==> config.mk <==
export PLATFORM = sky130hd
export DESIGN_NAME = bus_cycle_ctrl
export DESIGN_NICKNAME = d
export VERILOG_FILES = /design/src/rtl/bus_cycle_ctrl_pkg.sv /design/src/rtl/bus_cycle_ctrl_wait_counter.sv /design/src/rtl/bus_cycle_ctrl.sv
export SDC_FILE = /design/constraint.sdc
export NUM_CORES = 1
export LEC_CHECK = 0
export CAP_MARGIN = 20
export CORE_MARGIN = 2
export CORE_UTILIZATION = 52
export DETAILED_ROUTE_END_ITERATION = 12
export HOLD_SLACK_MARGIN = 0.08
export PLACE_DENSITY = 0.75
export SYNTH_ARGS = -nofsm -noshare
export SYNTH_HDL_FRONTEND = slang
export SYNTH_SLANG_ARGS = --single-unit
==> constraint.sdc <==
create_clock -name clock -period 2.2 [get_ports clock]
set_input_delay 0.44 -clock clock [delete_from_list [all_inputs] [get_ports clock]]
set_output_delay 0.44 -clock clock [all_outputs]
set_load 0.05 [all_outputs]
==> src/rtl/bus_cycle_ctrl_pkg.sv <==
// Shared encodings for the 68030 bus-cycle terminator: decoder one-hot layouts,
// port-width / DSACK codes, state encoding and small decode helpers.
package bus_cycle_ctrl_pkg;

    localparam int unsigned FUNCTION_SELECTED_MAXPOS = 3;
    localparam int unsigned DEVICE_SELECTED_MAXPOS   = 14;
    localparam int unsigned PORT_WIDTH_WIDTH         = 2;
    localparam int unsigned WAIT_COUNT_WIDTH         = 4;
    localparam int unsigned TIMEOUT_WIDTH            = 8;
    localparam int unsigned VEC_COUNT_WIDTH          = 3;

    // function_decode one-hot outputs
    localparam logic [FUNCTION_SELECTED_MAXPOS-1:0] FUNCTION_NORMAL  = 3'b001;
    localparam logic [FUNCTION_SELECTED_MAXPOS-1:0] FUNCTION_INT_ACK = 3'b010;
    localparam logic [FUNCTION_SELECTED_MAXPOS-1:0] FUNCTION_FPU     = 3'b100;

    // device_decode one-hot bit positions
    localparam int unsigned DEVICE_NULL       = 0;
    localparam int unsigned DEVICE_ROM        = 1;
    localparam int unsigned DEVICE_QUART      = 2;
    localparam int unsigned DEVICE_SLOT0      = 3;
    localparam int unsigned DEVICE_SLOT1      = 4;
    localparam int unsigned DEVICE_SLOT2      = 5;
    localparam int unsigned DEVICE_SLOT3      = 6;
    localparam int unsigned DEVICE_IDE1       = 7;
    localparam int unsigned DEVICE_IDE3       = 8;
    localparam int unsigned DEVICE_ETH        = 9;
    localparam int unsigned DEVICE_REGISTER8  = 10;
    localparam int unsigned DEVICE_REGISTER16 = 11;
    localparam int unsigned DEVICE_REGISTER32 = 12;
    localparam int unsigned DEVICE_SIMM       = 13;

    localparam logic [PORT_WIDTH_WIDTH-1:0] PORT_WIDTH_NULL = 2'b00;
    localparam logic [PORT_WIDTH_WIDTH-1:0] PORT_WIDTH_BYTE = 2'b01;
    localparam logic [PORT_WIDTH_WIDTH-1:0] PORT_WIDTH_WORD = 2'b10;
    localparam logic [PORT_WIDTH_WIDTH-1:0] PORT_WIDTH_LONG = 2'b11;

    // {DSACK1,DSACK0}, active-high before pin inversion
    localparam logic [1:0] DSACK_NONE = 2'b00;
    localparam logic [1:0] DSACK_BYTE = 2'b01;
    localparam logic [1:0] DSACK_WORD = 2'b10;
    localparam logic [1:0] DSACK_LONG = 2'b11;

    typedef enum logic [2:0] {
        BUSCTRL_STATE_IDLE = 3'd0,
        BUSCTRL_STATE_WAIT = 3'd1,
        BUSCTRL_STATE_ACK  = 3'd2,
        BUSCTRL_STATE_HOLD = 3'd3,
        BUSCTRL_STATE_ERR  = 3'd4
    } busctrl_state_t;

    // Exactly one device bit set and it is not the unmapped slot
    function automatic logic device_valid(input logic [DEVICE_SELECTED_MAXPOS-1:0] dev);
        logic onehot;
        onehot = (dev != '0) &&
                 ((dev & (dev - DEVICE_SELECTED_MAXPOS'(1))) == '0);
        return onehot && !dev[DEVICE_NULL];
    endfunction

    function automatic logic [1:0] width_to_dsack(input logic [PORT_WIDTH_WIDTH-1:0] width);
        logic [1:0] ack;
        case (width)
            PORT_WIDTH_BYTE: ack = DSACK_BYTE;
            PORT_WIDTH_WORD: ack = DSACK_WORD;
            PORT_WIDTH_LONG: ack = DSACK_LONG;
            default:         ack = DSACK_NONE;
        endcase
        return ack;
    endfunction

endpackage

==> src/rtl/bus_cycle_ctrl_wait_counter.sv <==
// bus_wait_counter: loadable wait-state down-counter with zero flag, plus a
// saturating bus-cycle timeout counter.
module bus_wait_counter
    import bus_cycle_ctrl_pkg::*;
#(
    parameter int unsigned TIMEOUT_CYCLES = 255
) (
    input  logic                        clock,
    input  logic                        reset,
    input  logic                        load,
    input  logic [WAIT_COUNT_WIDTH-1:0] load_value,
    input  logic                        decrement,
    input  logic                        timeout_clear,
    input  logic                        timeout_run,
    output logic                        wait_zero,
    output logic                        timeout_last
);

    logic [WAIT_COUNT_WIDTH-1:0] wait_count;
    logic [TIMEOUT_WIDTH-1:0]    timeout_count;

    // Wait-state count: load on cycle latch, count down to zero and stop there
    always_ff @(posedge clock or posedge reset) begin
        if (reset) begin
            wait_count <= '0;
        end else if (load) begin
            wait_count <= load_value;
        end else if (decrement && (wait_count != '0)) begin
            wait_count <= wait_count - WAIT_COUNT_WIDTH'(1);
        end
    end

    // Timeout count: cleared on latch, counts while unterminated, saturates at the limit
    always_ff @(posedge clock or posedge reset) begin
        if (reset) begin
            timeout_count <= '0;
        end else if (timeout_clear) begin
            timeout_count <= '0;
        end else if (timeout_run && (timeout_count < TIMEOUT_WIDTH'(TIMEOUT_CYCLES))) begin
            timeout_count <= timeout_count + TIMEOUT_WIDTH'(1);
        end
    end

    assign wait_zero    = (wait_count == '0);
    // High on the clock whose count step reaches the limit
    assign timeout_last = (timeout_count >= TIMEOUT_WIDTH'(TIMEOUT_CYCLES - 1));

endmodule

==> src/rtl/bus_cycle_ctrl.sv <==
// bus_cycle_ctrl: terminates every 68030 bus cycle from the decoder outputs.
// Sequences device wait states, drives DSACK to the port width, autovectors
// interrupt acknowledges, raises BERR on unmapped/timed-out cycles and owns
// the boot-time vector_fetched flag.
module bus_cycle_ctrl
    import bus_cycle_ctrl_pkg::*;
#(
    parameter int unsigned TIMEOUT_CYCLES = 255,
    parameter int unsigned VECTOR_CYCLES  = 4,
    parameter int unsigned WS_ROM         = 3,
    parameter int unsigned WS_QUART       = 2,
    parameter int unsigned WS_SLOT        = 1,
    parameter int unsigned WS_DEFAULT     = 0
) (
    input  logic                                clock,
    input  logic                                reset,
    input  logic                                as,
    input  logic [FUNCTION_SELECTED_MAXPOS-1:0] function_selected,
    input  logic [DEVICE_SELECTED_MAXPOS-1:0]   device_selected,
    input  logic [PORT_WIDTH_WIDTH-1:0]         port_width,
    output logic [1:0]                          dsack,
    output logic                                avec,
    output logic                                berr,
    output logic                                vector_fetched,
    output logic                                cycle_active
);

    busctrl_state_t              state;
    logic                        as_meta;
    logic                        as_s;
    logic                        as_s_q;
    logic                        as_rise;
    logic [PORT_WIDTH_WIDTH-1:0] width_q;
    logic                        rom_q;
    logic                        int_ack_q;
    logic [VEC_COUNT_WIDTH-1:0]  vec_count;
    logic [WAIT_COUNT_WIDTH-1:0] ws_sel;
    logic [WAIT_COUNT_WIDTH-1:0] wait_load_value;
    logic                        wait_load;
    logic                        wait_decrement;
    logic                        wait_zero;
    logic                        timeout_run;
    logic                        timeout_last;

    // Two-flop synchroniser for the asynchronous strobe plus a delayed copy for edge detect
    always_ff @(posedge clock or posedge reset) begin
        if (reset) begin
            as_meta <= 1'b0;
            as_s    <= 1'b0;
            as_s_q  <= 1'b0;
        end else begin
            as_meta <= as;
            as_s    <= as_meta;
            as_s_q  <= as_s;
        end
    end

    assign as_rise = as_s && !as_s_q;

    // Device to wait-state mapping, and counter controls
    always_comb begin
        ws_sel = WAIT_COUNT_WIDTH'(WS_DEFAULT);
        if (device_selected[DEVICE_ROM]) begin
            ws_sel = WAIT_COUNT_WIDTH'(WS_ROM);
        end else if (device_selected[DEVICE_QUART]) begin
            ws_sel = WAIT_COUNT_WIDTH'(WS_QUART);
        end else if (|device_selected[DEVICE_ETH:DEVICE_SLOT0]) begin
            ws_sel = WAIT_COUNT_WIDTH'(WS_SLOT);
        end
        // WAIT exits on the zero flag and ACK adds one more clock, so load WS-1
        // to land dsack exactly WS+1 clocks after the latch.
        wait_load_value = (ws_sel == '0) ? '0 : ws_sel - WAIT_COUNT_WIDTH'(1);
        wait_load       = (state == BUSCTRL_STATE_IDLE) && as_rise;
        wait_decrement  = (state == BUSCTRL_STATE_WAIT);
        timeout_run     = (state == BUSCTRL_STATE_WAIT) ||
                          ((state == BUSCTRL_STATE_HOLD) && (dsack == DSACK_NONE) && !avec);
    end

    bus_wait_counter #(
        .TIMEOUT_CYCLES(TIMEOUT_CYCLES)
    ) u_wait_counter (
        .clock         (clock),
        .reset         (reset),
        .load          (wait_load),
        .load_value    (wait_load_value),
        .decrement     (wait_decrement),
        .timeout_clear (wait_load),
        .timeout_run   (timeout_run),
        .wait_zero     (wait_zero),
        .timeout_last  (timeout_last)
    );

    // Bus-cycle FSM with registered termination outputs and vector-fetch tracking
    always_ff @(posedge clock or posedge reset) begin
        if (reset) begin
            state          <= BUSCTRL_STATE_IDLE;
            dsack          <= DSACK_NONE;
            avec           <= 1'b0;
            berr           <= 1'b0;
            vector_fetched <= 1'b0;
            cycle_active   <= 1'b0;
            width_q        <= PORT_WIDTH_NULL;
            rom_q          <= 1'b0;
            int_ack_q      <= 1'b0;
            vec_count      <= '0;
        end else begin
            case (state)
                BUSCTRL_STATE_IDLE: begin
                    if (as_rise) begin
                        cycle_active <= 1'b1;
                        width_q      <= port_width;
                        rom_q        <= device_selected[DEVICE_ROM] &&
                                        (function_selected == FUNCTION_NORMAL);
                        int_ack_q    <= (function_selected == FUNCTION_INT_ACK);
                        if (function_selected == FUNCTION_INT_ACK) begin
                            state <= BUSCTRL_STATE_ACK;
                        end else if (function_selected == FUNCTION_FPU) begin
                            state <= BUSCTRL_STATE_HOLD;
                        end else if ((function_selected == FUNCTION_NORMAL) &&
                                     device_valid(device_selected) &&
                                     (port_width != PORT_WIDTH_NULL)) begin
                            state <= (ws_sel == '0) ? BUSCTRL_STATE_ACK : BUSCTRL_STATE_WAIT;
                        end else begin
                            state <= BUSCTRL_STATE_ERR;
                            berr  <= 1'b1;
                        end
                    end
                end

                BUSCTRL_STATE_WAIT: begin
                    if (!as_s) begin
                        state        <= BUSCTRL_STATE_IDLE;
                        cycle_active <= 1'b0;
                    end else if (timeout_last) begin
                        state <= BUSCTRL_STATE_ERR;
                        berr  <= 1'b1;
                    end else if (wait_zero) begin
                        state <= BUSCTRL_STATE_ACK;
                    end
                end

                BUSCTRL_STATE_ACK: begin
                    if (!as_s) begin
                        state        <= BUSCTRL_STATE_IDLE;
                        cycle_active <= 1'b0;
                    end else begin
                        state <= BUSCTRL_STATE_HOLD;
                        if (int_ack_q) begin
                            avec <= 1'b1;
                        end else begin
                            dsack <= width_to_dsack(width_q);
                        end
                        if (rom_q && !vector_fetched) begin
                            vec_count <= vec_count + VEC_COUNT_WIDTH'(1);
                            if (vec_count == VEC_COUNT_WIDTH'(VECTOR_CYCLES - 1)) begin
                                vector_fetched <= 1'b1;
                            end
                        end
                    end
                end

                BUSCTRL_STATE_HOLD: begin
                    if (!as_s) begin
                        state        <= BUSCTRL_STATE_IDLE;
                        dsack        <= DSACK_NONE;
                        avec         <= 1'b0;
                        cycle_active <= 1'b0;
                    end else if (timeout_run && timeout_last) begin
                        state <= BUSCTRL_STATE_ERR;
                        berr  <= 1'b1;
                    end
                end

                BUSCTRL_STATE_ERR: begin
                    if (!as_s) begin
                        state        <= BUSCTRL_STATE_IDLE;
                        berr         <= 1'b0;
                        cycle_active <= 1'b0;
                    end
                end

                default: begin
                    state        <= BUSCTRL_STATE_IDLE;
                    dsack        <= DSACK_NONE;
                    avec         <= 1'b0;
                    berr         <= 1'b0;
                    cycle_active <= 1'b0;
                end
            endcase
        end
    end

endmodule
Yosys cells after proc, flatten, opt, wreduce, memory -nomap -nowiden
Index checks and enable logic that the tools add are counted.
{"block": "totals", "word_cells": 132, "ff_bits": 31}
{"block": "classes", "order_cmp": 2, "n_mux": 41, "n_reduce_logical": 39, "bitwise_logic": 3, "n_eq_ne": 27, "add_sub_neg": 5}
{"op": "$mux W3", "n": 10}
{"op": "$ne A2 B2 Y1 const B", "n": 13}
{"op": "$mux W8", "n": 2}
{"op": "$reduce_and A4 Y1", "n": 4}
{"op": "$pmux W3 S5", "n": 1}
{"op": "$and A14 B14 Y14", "n": 1}
{"op": "$logic_not A14 Y1", "n": 1}
{"op": "$mux W2", "n": 7}
{"op": "$reduce_bool A14 Y1", "n": 1}
{"op": "$sub A14 B1 Y14 const B", "n": 1}
{"op": "$logic_and A1 B1 Y1", "n": 13}
{"op": "$mux W1", "n": 13}
{"op": "$eq A3 B2 Y1 const B", "n": 4}
{"op": "$mux W4", "n": 3}
{"op": "$pmux W2 S3", "n": 2}
{"op": "$reduce_and A10 Y1", "n": 1}
{"op": "$add A8 B1 Y8 const B", "n": 1}
{"op": "$ge A8 B8 Y1 const B", "n": 1}
{"op": "$logic_not A4 Y1", "n": 2}
{"op": "$lt A8 B8 Y1 const B", "n": 1}
{"op": "$sub A4 B1 Y4 const B", "n": 2}
{"op": "$reduce_or A7 Y1", "n": 1}
{"op": "$eq A3 B1 Y1 const B", "n": 2}
{"op": "$eq A3 B3 Y1 const B", "n": 2}
{"op": "20 further kinds", "n": 28}

Longest topological paths before layout
{"block": "logic_depth", "word_depth": 12, "ltp_mapped": 8, "mapped_depth_nobuf": 8}

Modules after synthesis
Synthesis repeated with hierarchy kept, for this count alone.
{"block": "unflattened", "cells_unflattened": 214, "hier_area_um2": 1975.6}
{"mod": "bus_cycle_ctrl", "area_per_inst_um2": 1222.4, "cells_per_inst": 135, "seq_area_each_um2": 475.5, "n_inst": 1}
{"mod": "bus_wait_counter", "area_per_inst_um2": 753.2, "cells_per_inst": 79, "seq_area_each_um2": 300.3, "n_inst": 1}

Worst setup path after synthesis
No wires, ideal clock.
{"block": "synth_timing", "path_kind": "flip-flop to flip-flop", "startpoint": "reg dsack[0]", "endpoint": "reg state[1]", "stages_incl_launch_ff": 7, "t_arrival_ns": 1.798, "path_slack_ns": 0.277, "period_less_slack_ns": 1.923, "t_required_ns": 2.076, "path_cell_list": "dfrtp_1 -> o31ai_1 -> and4_1 -> nor3_1 -> nand3b_1 -> o22ai_1 -> or2_1"}
{"block": "synth_via", "elab_chain_len": 7}
{"item": "start, declared", "line": "bus_cycle_ctrl.sv:21", "text": "output logic [1:0] dsack,"}
{"item": "start signal, assigned", "line": "bus_cycle_ctrl.sv:151", "text": "dsack <= width_to_dsack(width_q);"}
{"item": "$logic_not A2 Y1", "line": "bus_cycle_ctrl.sv:76", "text": "((state == BUSCTRL_STATE_HOLD) && (dsack == DSACK_NONE) && !avec);"}
{"item": "$logic_and A1 B1 Y1 (2 in series)", "line": "bus_cycle_ctrl.sv:76"}
{"item": "$logic_or A1 B1 Y1", "line": "bus_cycle_ctrl.sv:75", "text": "timeout_run = (state == BUSCTRL_STATE_WAIT) ||"}
{"item": "$logic_and A1 B1 Y1", "line": "bus_cycle_ctrl.sv:168", "text": "end else if (timeout_run && timeout_last) begin"}
{"item": "$ne A3 B2 Y1 (no source line)"}
{"item": "$reduce_and A4 Y1 (no source line)"}
{"item": "end signal, assigned", "line": "bus_cycle_ctrl.sv:122", "text": "state <= (ws_sel == '0) ? BUSCTRL_STATE_ACK : BUSCTRL_STATE_WAIT;"}
{"item": "end, declared", "line": "bus_cycle_ctrl.sv:28", "text": "busctrl_state_t state;"}
Every way passes these cells.
A chain may end at the register's enable or synchronous reset.

Final worst setup path
{"block": "layout_timing", "startpoint": "in device_selected[4]", "endpoint": "reg berr"}
{"block": "layout_via", "elab_chain_len": 9, "word_cells_on_any_way": 10, "classes_between": "add/sub: 1; eq/ne: 1; bitwise: 1; reduce/logical: 7"}
{"item": "start, declared", "line": "bus_cycle_ctrl.sv:19", "text": "input logic [DEVICE_SELECTED_MAXPOS-1:0] device_selected,"}
{"item": "$sub A14 B1 Y14", "line": "bus_cycle_ctrl_pkg.sv:56", "text": "((dev & (dev - DEVICE_SELECTED_MAXPOS'(1))) == '0);"}
{"item": "$and A14 B14 Y14", "line": "bus_cycle_ctrl_pkg.sv:56"}
{"item": "$logic_not A14 Y1", "line": "bus_cycle_ctrl_pkg.sv:56"}
{"item": "$logic_and A1 B1 Y1 *", "line": "bus_cycle_ctrl_pkg.sv:55", "text": "onehot = (dev != '0) &&"}
{"item": "$logic_and A1 B1 Y1 *", "line": "bus_cycle_ctrl_pkg.sv:57", "text": "return onehot && !dev[DEVICE_NULL];"}
{"item": "$logic_and A1 B1 Y1 *", "line": "bus_cycle_ctrl.sv:119", "text": "end else if ((function_selected == FUNCTION_NORMAL) &&"}
{"item": "$logic_and A1 B1 Y1 *", "line": "bus_cycle_ctrl.sv:120", "text": "device_valid(device_selected) &&"}
{"item": "$ne A2 B2 Y1 (no source line) *"}
{"item": "$reduce_and A10 Y1 (no source line) *"}
{"item": "end signal, assigned", "line": "bus_cycle_ctrl.sv:125", "text": "berr <= 1'b1;"}
{"item": "end signal, assigned", "line": "bus_cycle_ctrl.sv:136", "text": "berr <= 1'b1;"}
{"item": "end signal, assigned", "line": "bus_cycle_ctrl.sv:170", "text": "berr <= 1'b1;"}
{"item": "end, declared", "line": "bus_cycle_ctrl.sv:23", "text": "output logic berr,"}
Every way passes the cells marked *; elsewhere a longest branch is shown, timed or not.

==> summary.md <==
| Metric | Value |
|---|---|
| Outcome | `finished clean` |
| Pwr Density | `between 700 and 800 nW/µm²` |
| Number of synthesized flops with an enable pin | `0` |
| Clk pin slew, worst setup/hold paths | `0.07 ns` |
| CP Max Fanout | `5` |
| CTS Sinks | `31` |
| Core Area | `around 3600 µm²` |
| Row count | `22` |
| Clock Path Buffers | `2` |
| Die area | `4290 µm²` |
| WL/cell | `14.2 µm` |
| Final period utilization | `0.950` |
| Placed inst area | `2470 µm²` |
| Hold WS | `0.358 ns` |
| Vias post-DR | `between 1500 and 2000` |
| Worst-Skew Late Latency | `0.29 ns` |
| Worst rel slew slack | `0.543` |
| Die Width | `65.5 µm` |
| H-tree level count | `2` |
| GPL Wtd Cong | `0.932` |
| Post-synthesis cell type count | `54` |
| Commonest non-fill, non-tap cell in the layout | `dfrtp_1` |
| CTS Buf Count | `5` |
| Routed WL | `4550 µm` |
| Most frequent cells in the layout | `dfrtp_1 (31), nor2_1 (30), buf_4 (27)` |
| Primary flip-flop cell chosen by synthesis mapping | `dfrtp_1` |
| CTS Hold Bufs | `0` |
| Mapped Area | `1960 µm²` |
| All-Layer GR Usage | `0.246` |
| CTS tree | `built` |
| Total Power | `2.02 mW` |
| Warnings, synthesis | `0` |
| Final Max Slew Viols | `0` |
| I/O pin cnt | `28` |
| Vias in the first global route | `between 1500 and 2000` |
| F_max | `between 400 and 500 MHz` |
| Slew @ Worst Pin | `between 0.6 and 0.7 ns` |
| Final Skew | `0.00855 ns` |
| Startpoint types | `primary input` |
| Required @ worst endpoint | `2.40 ns` |
| Drt pass-1 iters | `4` |
| Leak Pwr | `1.14 nW` |
| Synth Register Bits | `31` |
| DP HPWL | `3430 µm` |
| Vias per inst | `5.62` |
| Sequential area share after synthesis | `0.395` |
| Final Net Count | `299` |
| Post-DRT Antenna Nets | `0` |
| Max Cap Viol | `0` |
| CP arrival | `approximately 2.3 ns` |
| Peak VDD IR | `547 µV` |
| Overflow after GRT | `0` |
| HP Class | `register to register` |
| First-pass GRT wire length | `8120 µm` |
| Share of flip-flops with an asynchronous set or reset | `1.00` |
| Period minus WS final | `2.09 ns` |
| Largest net degree at the start of global routing | `14` |
| 1st-iter DRT viols | `99` |
| Antenna cell count | `0` |
| Post-Syn Nets | `between 200 and 250` |
| Drc violations | `0` |
| Final setup violation count | `0` |
| Die Ht | `65.5 µm` |
| Final Hold Fails | `0` |
| Crit path capture type | `register` |
| Area Overhead vs Synth | `33.9%` |
| CTS root buf | `clkbuf_8` |
| Layout cells sized above 1 | `0.194` |
| Critical path type | `primary input to register` |
| Starting Density | `0.541` |
| Initial antenna violation count | `0` |
| Post-Synthesis Cells | `215` |
| Port Buf Inserts | `27` |
| Final instance area | `2630 µm²` |
| Avg Cell Area, Syn | `9.14 µm²` |
==> cells in the mapped netlist, types with 2 or more instances <==
cell / n / area (µm²)
dfrtp_1: 31 / 776
nor2_1: 30 / 113
inv_1: 16 / 60.1
a21oi_1: 15 / 75.1
nand2_1: 12 / 45.0
o21ai_0: 10 / 50.1
xnor2_1: 10 / 87.6
nand3_1: 8 / 40.0
nor3_1: 7 / 35.0
ha_1: 5 / 62.6
nand2b_1: 5 / 31.3
nand3b_1: 4 / 30.0
nor4_1: 4 / 25.0
a22o_1: 3 / 26.3
clkbuf_1: 3 / 11.3
nand4_1: 3 / 18.8
nor4_4: 3 / 63.8
o31ai_1: 3 / 22.5
a211oi_1: 2 / 15.0
a31oi_1: 2 / 12.5
mux2_2: 2 / 22.5
o21ai_1: 2 / 10.0
o311ai_2: 2 / 32.5
or3_1: 2 / 12.5
or4_1: 2 / 15.0
==> cell type report <==
| type | instances | area, µm² |
|---|---|---|
| repair buffers | 54 | 477 |
| clock buffers | 6 | 82.6 |
| multi-input cells | 164 | 1140 |
| well taps | 48 | 60.1 |
| clock inverters | 2 | 35.0 |
| fillers | 291 | 1000 |
| inverters | 16 | 60.1 |
| flip-flops and latches | 31 | 776 |
==> per-layer routing <==
| layer | vias to the layer above | part of all wire | track usage |
|---|---|---|---|
| met1 | 855 | 0.46 | 0.329 |
| met5 | - | 0 | 0 |
| met2 | 40 | 0.48 | 0.390 |
| met3 | 9 | 0.042 | 0.0531 |
| li1 | 899 | - | - |
| met4 | 0 | 0.018 | 0.0964 |
==> power breakdown <==
part,switching (mW),internal (mW)
Clock,0.213,0.366
Sequential,0.0968,0.671
Combinational,0.378,0.292
==> stage by stage <==
step	setup WS [ns]	TNS, ns	util	std cells
after floorplan	0.277	0	-	215
after global placement	-0.213	-0.636	0.681	312
after global routing	-0.00109	-0.00109	0.724	321
after CTS	0.0110	0	0.713	320
final	0.109	0	0.724	321
after detailed placement	-0.326	-1.04	0.681	312
==> repair_timing <==
item | CTS | global route
gates cloned | 0 | 0
pin swaps | 0 | 1
buffers inserted | 0 | 1
endpoints found under the setup margin | 2 | 2
gates resized for setup | 1 | 8
==> worst max-delay path, cell delays in order <==
cell             delay [ns]
clkdlybuf4s50_1        0.45
nor4_4                 0.44
nand3b_1               0.15
mux2i_1                0.27
nand4b_4               0.16
nand2b_4               0.17
o311ai_2               0.20
==> flip-flops by register name (all words and copies together) (netlist names), 2 cells and up <==
register and flops:
u_wait_counter.timeout_count 8, width_q 2, state 3, u_wait_counter.wait_count 4
vec_count 3, dsack 2
==> final timing paths <==
kind,startpoint,to,slack (ns),cells after the start
worst min register to register,as_meta$_DFF_PP0_,as_s$_DFF_PP0_,0.36,0
worst max-delay path,device_selected[4],berr$_DFFE_PP0P_,0.11,7
max in group asynchronous,reset,u_wait_counter.wait_count[0]$_DFFE_PP0P_,1.27,3
min in group asynchronous,reset,dsack[1]$_DFFE_PP0P_,0.43,2
worst max register to register,u_wait_counter.timeout_count[0]$_DFFE_PP0P_,state[1]$_DFFE_PP0P_,0.24,8
worst min-delay path,as_meta$_DFF_PP0_,as_s$_DFF_PP0_,0.36,0
==> kinds of logic after synthesis <==
logic type / Yosys count / share of synthesized area
flip-flops: 31 / 0.395
multiplexers: 4 / 0.0223
adder cells (fa/ha/maj): 5 / 0.0318
buffers and inverters: 20 / 0.0389
AND/OR/NAND/NOR: 90 / 0.269
AO/OA/AOI/OAI: 54 / 0.194
XOR/XNOR: 11 / 0.0490
Power figures use the tool's default switching activity.
==> variant, RTL diff (same flow settings) <==
`TIMEOUT_CYCLES` is set to 255 in 2 places; all go to 127.
--- a/src/rtl/bus_cycle_ctrl_wait_counter.sv
+++ b/src/rtl/bus_cycle_ctrl_wait_counter.sv
@@ -3,7 +3,7 @@
 module bus_wait_counter
     import bus_cycle_ctrl_pkg::*;
 #(
-    parameter int unsigned TIMEOUT_CYCLES = 255
+    parameter int unsigned TIMEOUT_CYCLES = 127
 ) (
     input  logic                        clock,
     input  logic                        reset,
--- a/src/rtl/bus_cycle_ctrl.sv
+++ b/src/rtl/bus_cycle_ctrl.sv
@@ -5,7 +5,7 @@
 module bus_cycle_ctrl
     import bus_cycle_ctrl_pkg::*;
 #(
-    parameter int unsigned TIMEOUT_CYCLES = 255,
+    parameter int unsigned TIMEOUT_CYCLES = 127,
     parameter int unsigned VECTOR_CYCLES  = 4,
     parameter int unsigned WS_ROM         = 3,
     parameter int unsigned WS_QUART       = 2,
Formal check against the unedited RTL: same outputs for any inputs over 10 cycles, from zero or initial values and one cycle with reset high; that may be too few to reach the edited logic, so the function may still have changed.
==> variant against the unedited design <==
- wire length down 11%
- synthesized cell count down 8.8%
- sequential cell count unchanged
- area after synthesis down 11%
- hold slack better by 0.011 ns
- total power up 16%
- final cell count down 8.7%
- final area down 13%
- via count down 9.0%
- setup slack worse by 0.038 ns
- largest cell class unchanged
- largest power group is now combinational cells
- highest routed layer unchanged
==> variant: results (changes against the unedited design) <==
| Metric | Value |
|---|---|
| Leak | 1.03 nW (-9.6%) |
| 1st-iter DRT viols | 62 (-37%) |
| CP arrival | 2.32 ns (+0.03 ns) |
| Crit. Startpoint | device_selected[4] |
| Worst-path maximum fanout | 4 (-1) |
| Detailed Routing Iterations Pass 1 | 4 (unchanged) |
| Max VDD drop | 637 uV (+16%) |
| Top flop regs | u_wait_counter.timeout_count x8, u_wait_counter.wait_count x4 |
| Outcome | completed |
| Worst skew pair latency | 0.33 ns (+0.04 ns) |
| Reg2Reg Depth | 7 (-1) |
| Share of layout cells above drive strength 1 | 17.8% (-1.6 points) |
| Global-route congestion overflow total | 0 (unchanged) |
| Detailed-placement wirelength estimate | 3.09 mm (-10%) |
| Worst min path class | flop to flop |
| IO Port Bufs | 27 (unchanged) |
| Worst Clk Skew | 0.0139 ns (+0.00532 ns) |
| Worst reg2reg path startpoint | dsack[0]$_DFFE_PP0P_ |
| Initial antenna violation count | 0 (unchanged) |
| Fin nets | 273 (-8.7%) |
| Post-DP Area | 2220 sq um (-10%) |
| Gpl congestion | 0.913 (-2.0%) |
| Vias in the first global route | 1559 (-13%) |
| Clock Pin Slew Worst Setup and Hold Paths | 0.10 ns (+0.03 ns) |
| Largest net degree at the start of global routing | 19 (+5) |
| Dominant cells by area after synthesis | dfrtp_1 (45%), nor2_1 (6.3%), nand2_1 (5.6%) |
| Antenna diodes | 0 (unchanged) |
| Clock buffer depth | 2 (unchanged) |
| Global-route wire length before repair | 6.27 mm (-23%) |
| Synth Warn # | 0 (unchanged) |
| Yosys cell types | 47 (-13%) |
| Ys async rst share | 100% (unchanged) |
| Vias per cell | 5.60 (-0.35%) |
| H-tree levels | 2 (unchanged) |
| Sequential area share after synthesis | 44.5% (+5.0 points) |
| R2R setup slack | 0.10 ns (-0.14 ns) |
| Wire per inst | 13.8 um (-2.4%) |
| Total track usage | 22.6% (-2.0 points) |
| Most frequent cells after synthesis | dfrtp_1 (31), nor2_1 (29), nand2_1 (26) |
| Net count after synthesis | 223 (-7.9%) |
| CTS Buf Count | 5 (unchanged) |
| CTS Root Cell | clkbuf_4 |
| CP endpoint | berr$_DFFE_PP0P_ |
| Max_slew headroom | 62.7% (+8.4 points) |
| Worst r2r dst | u_wait_counter.timeout_count[5]$_DFFE_PP0P_ |
## variant: kinds of logic (layout without fill, tap and decap cells)
family | count (synthesis) | in the layout | synth area share (%)
multiplexers | 3 | 3 | 1.80
XOR/XNOR | 11 | 11 | 5.53
buffers and inverters | 14 | 65 | 3.09
flip-flops | 31 | 31 | 44.5
AO/OA/AOI/OAI | 42 | 42 | 16.3
adder cells (fa/ha/maj) | 6 | 6 | 4.17
AND/OR/NAND/NOR | 89 | 89 | 24.6
## variant: area by class of cell
type,instances,area [sq um]
Inverter,9,33.8
Fill cell,270,983
Tap cell,46,57.6
Timing Repair Buffer,48,422
Clock buffer,7,55.1
Clock inverter,1,5.00
Sequential cell,31,777
Multi-Input combinational cell,151,951
## variant: how the worst min path moves through the flow
stage,startpoint,end,slack [ns],depth (start not counted)
final,as_meta$_DFF_PP0_,as_s$_DFF_PP0_,0.37,0
after CTS,as_meta$_DFF_PP0_,as_s$_DFF_PP0_,0.37,0
after floorplan,as_meta$_DFF_PP0_,as_s$_DFF_PP0_,0.33,0
after global routing,as_meta$_DFF_PP0_,as_s$_DFF_PP0_,0.37,0
after global placement,as_meta$_DFF_PP0_,as_s$_DFF_PP0_,0.33,0
after detailed placement,as_meta$_DFF_PP0_,as_s$_DFF_PP0_,0.35,0
## variant: timing repair
item	CTS	global route
pin swaps	5	5
setup endpoints to repair	4	3
gates cloned	0	0
resized for setup	12	10
setup buffers	0	0
## variant: report_power, final
part | switching [mW] | total, mW | internal [mW]
clock | 0.191 | 0.346 | 0.155
combinational | 0.626 | 1.08 | 0.451
sequential | 0.162 | 0.914 | 0.752
## variant: layer usage
metal  vias up  GRT usage, %  wire, um
li1        792             -         -
met1       780          24.1      1600
met2        56          41.4      2120
met3        12          6.00       226
met4         0          10.6       108
met5         -             0         0
## variant: critical path, cell delays in order
cell and delay (ns):
clkbuf_2 0.09, or4_4 0.55, or4_4 0.52, a21oi_4 0.15, o2111ai_2 0.12, a21oi_2 0.19
or2_1 0.16, o221ai_2 0.10
## variant: metrics by stage
| stage | total power, mW | setup slack, ns | std cells |
|---|---|---|---|
| detailed placement | 2.00 | -0.587 | 285 |
| global route | 2.52 | -0.0225 | 293 |
| finish | 2.34 | 0.0710 | 293 |
| floorplan | 1.64 | -0.122 | 196 |
| CTS | 2.34 | 0.00513 | 293 |
| global placement | 1.94 | -0.510 | 285 |
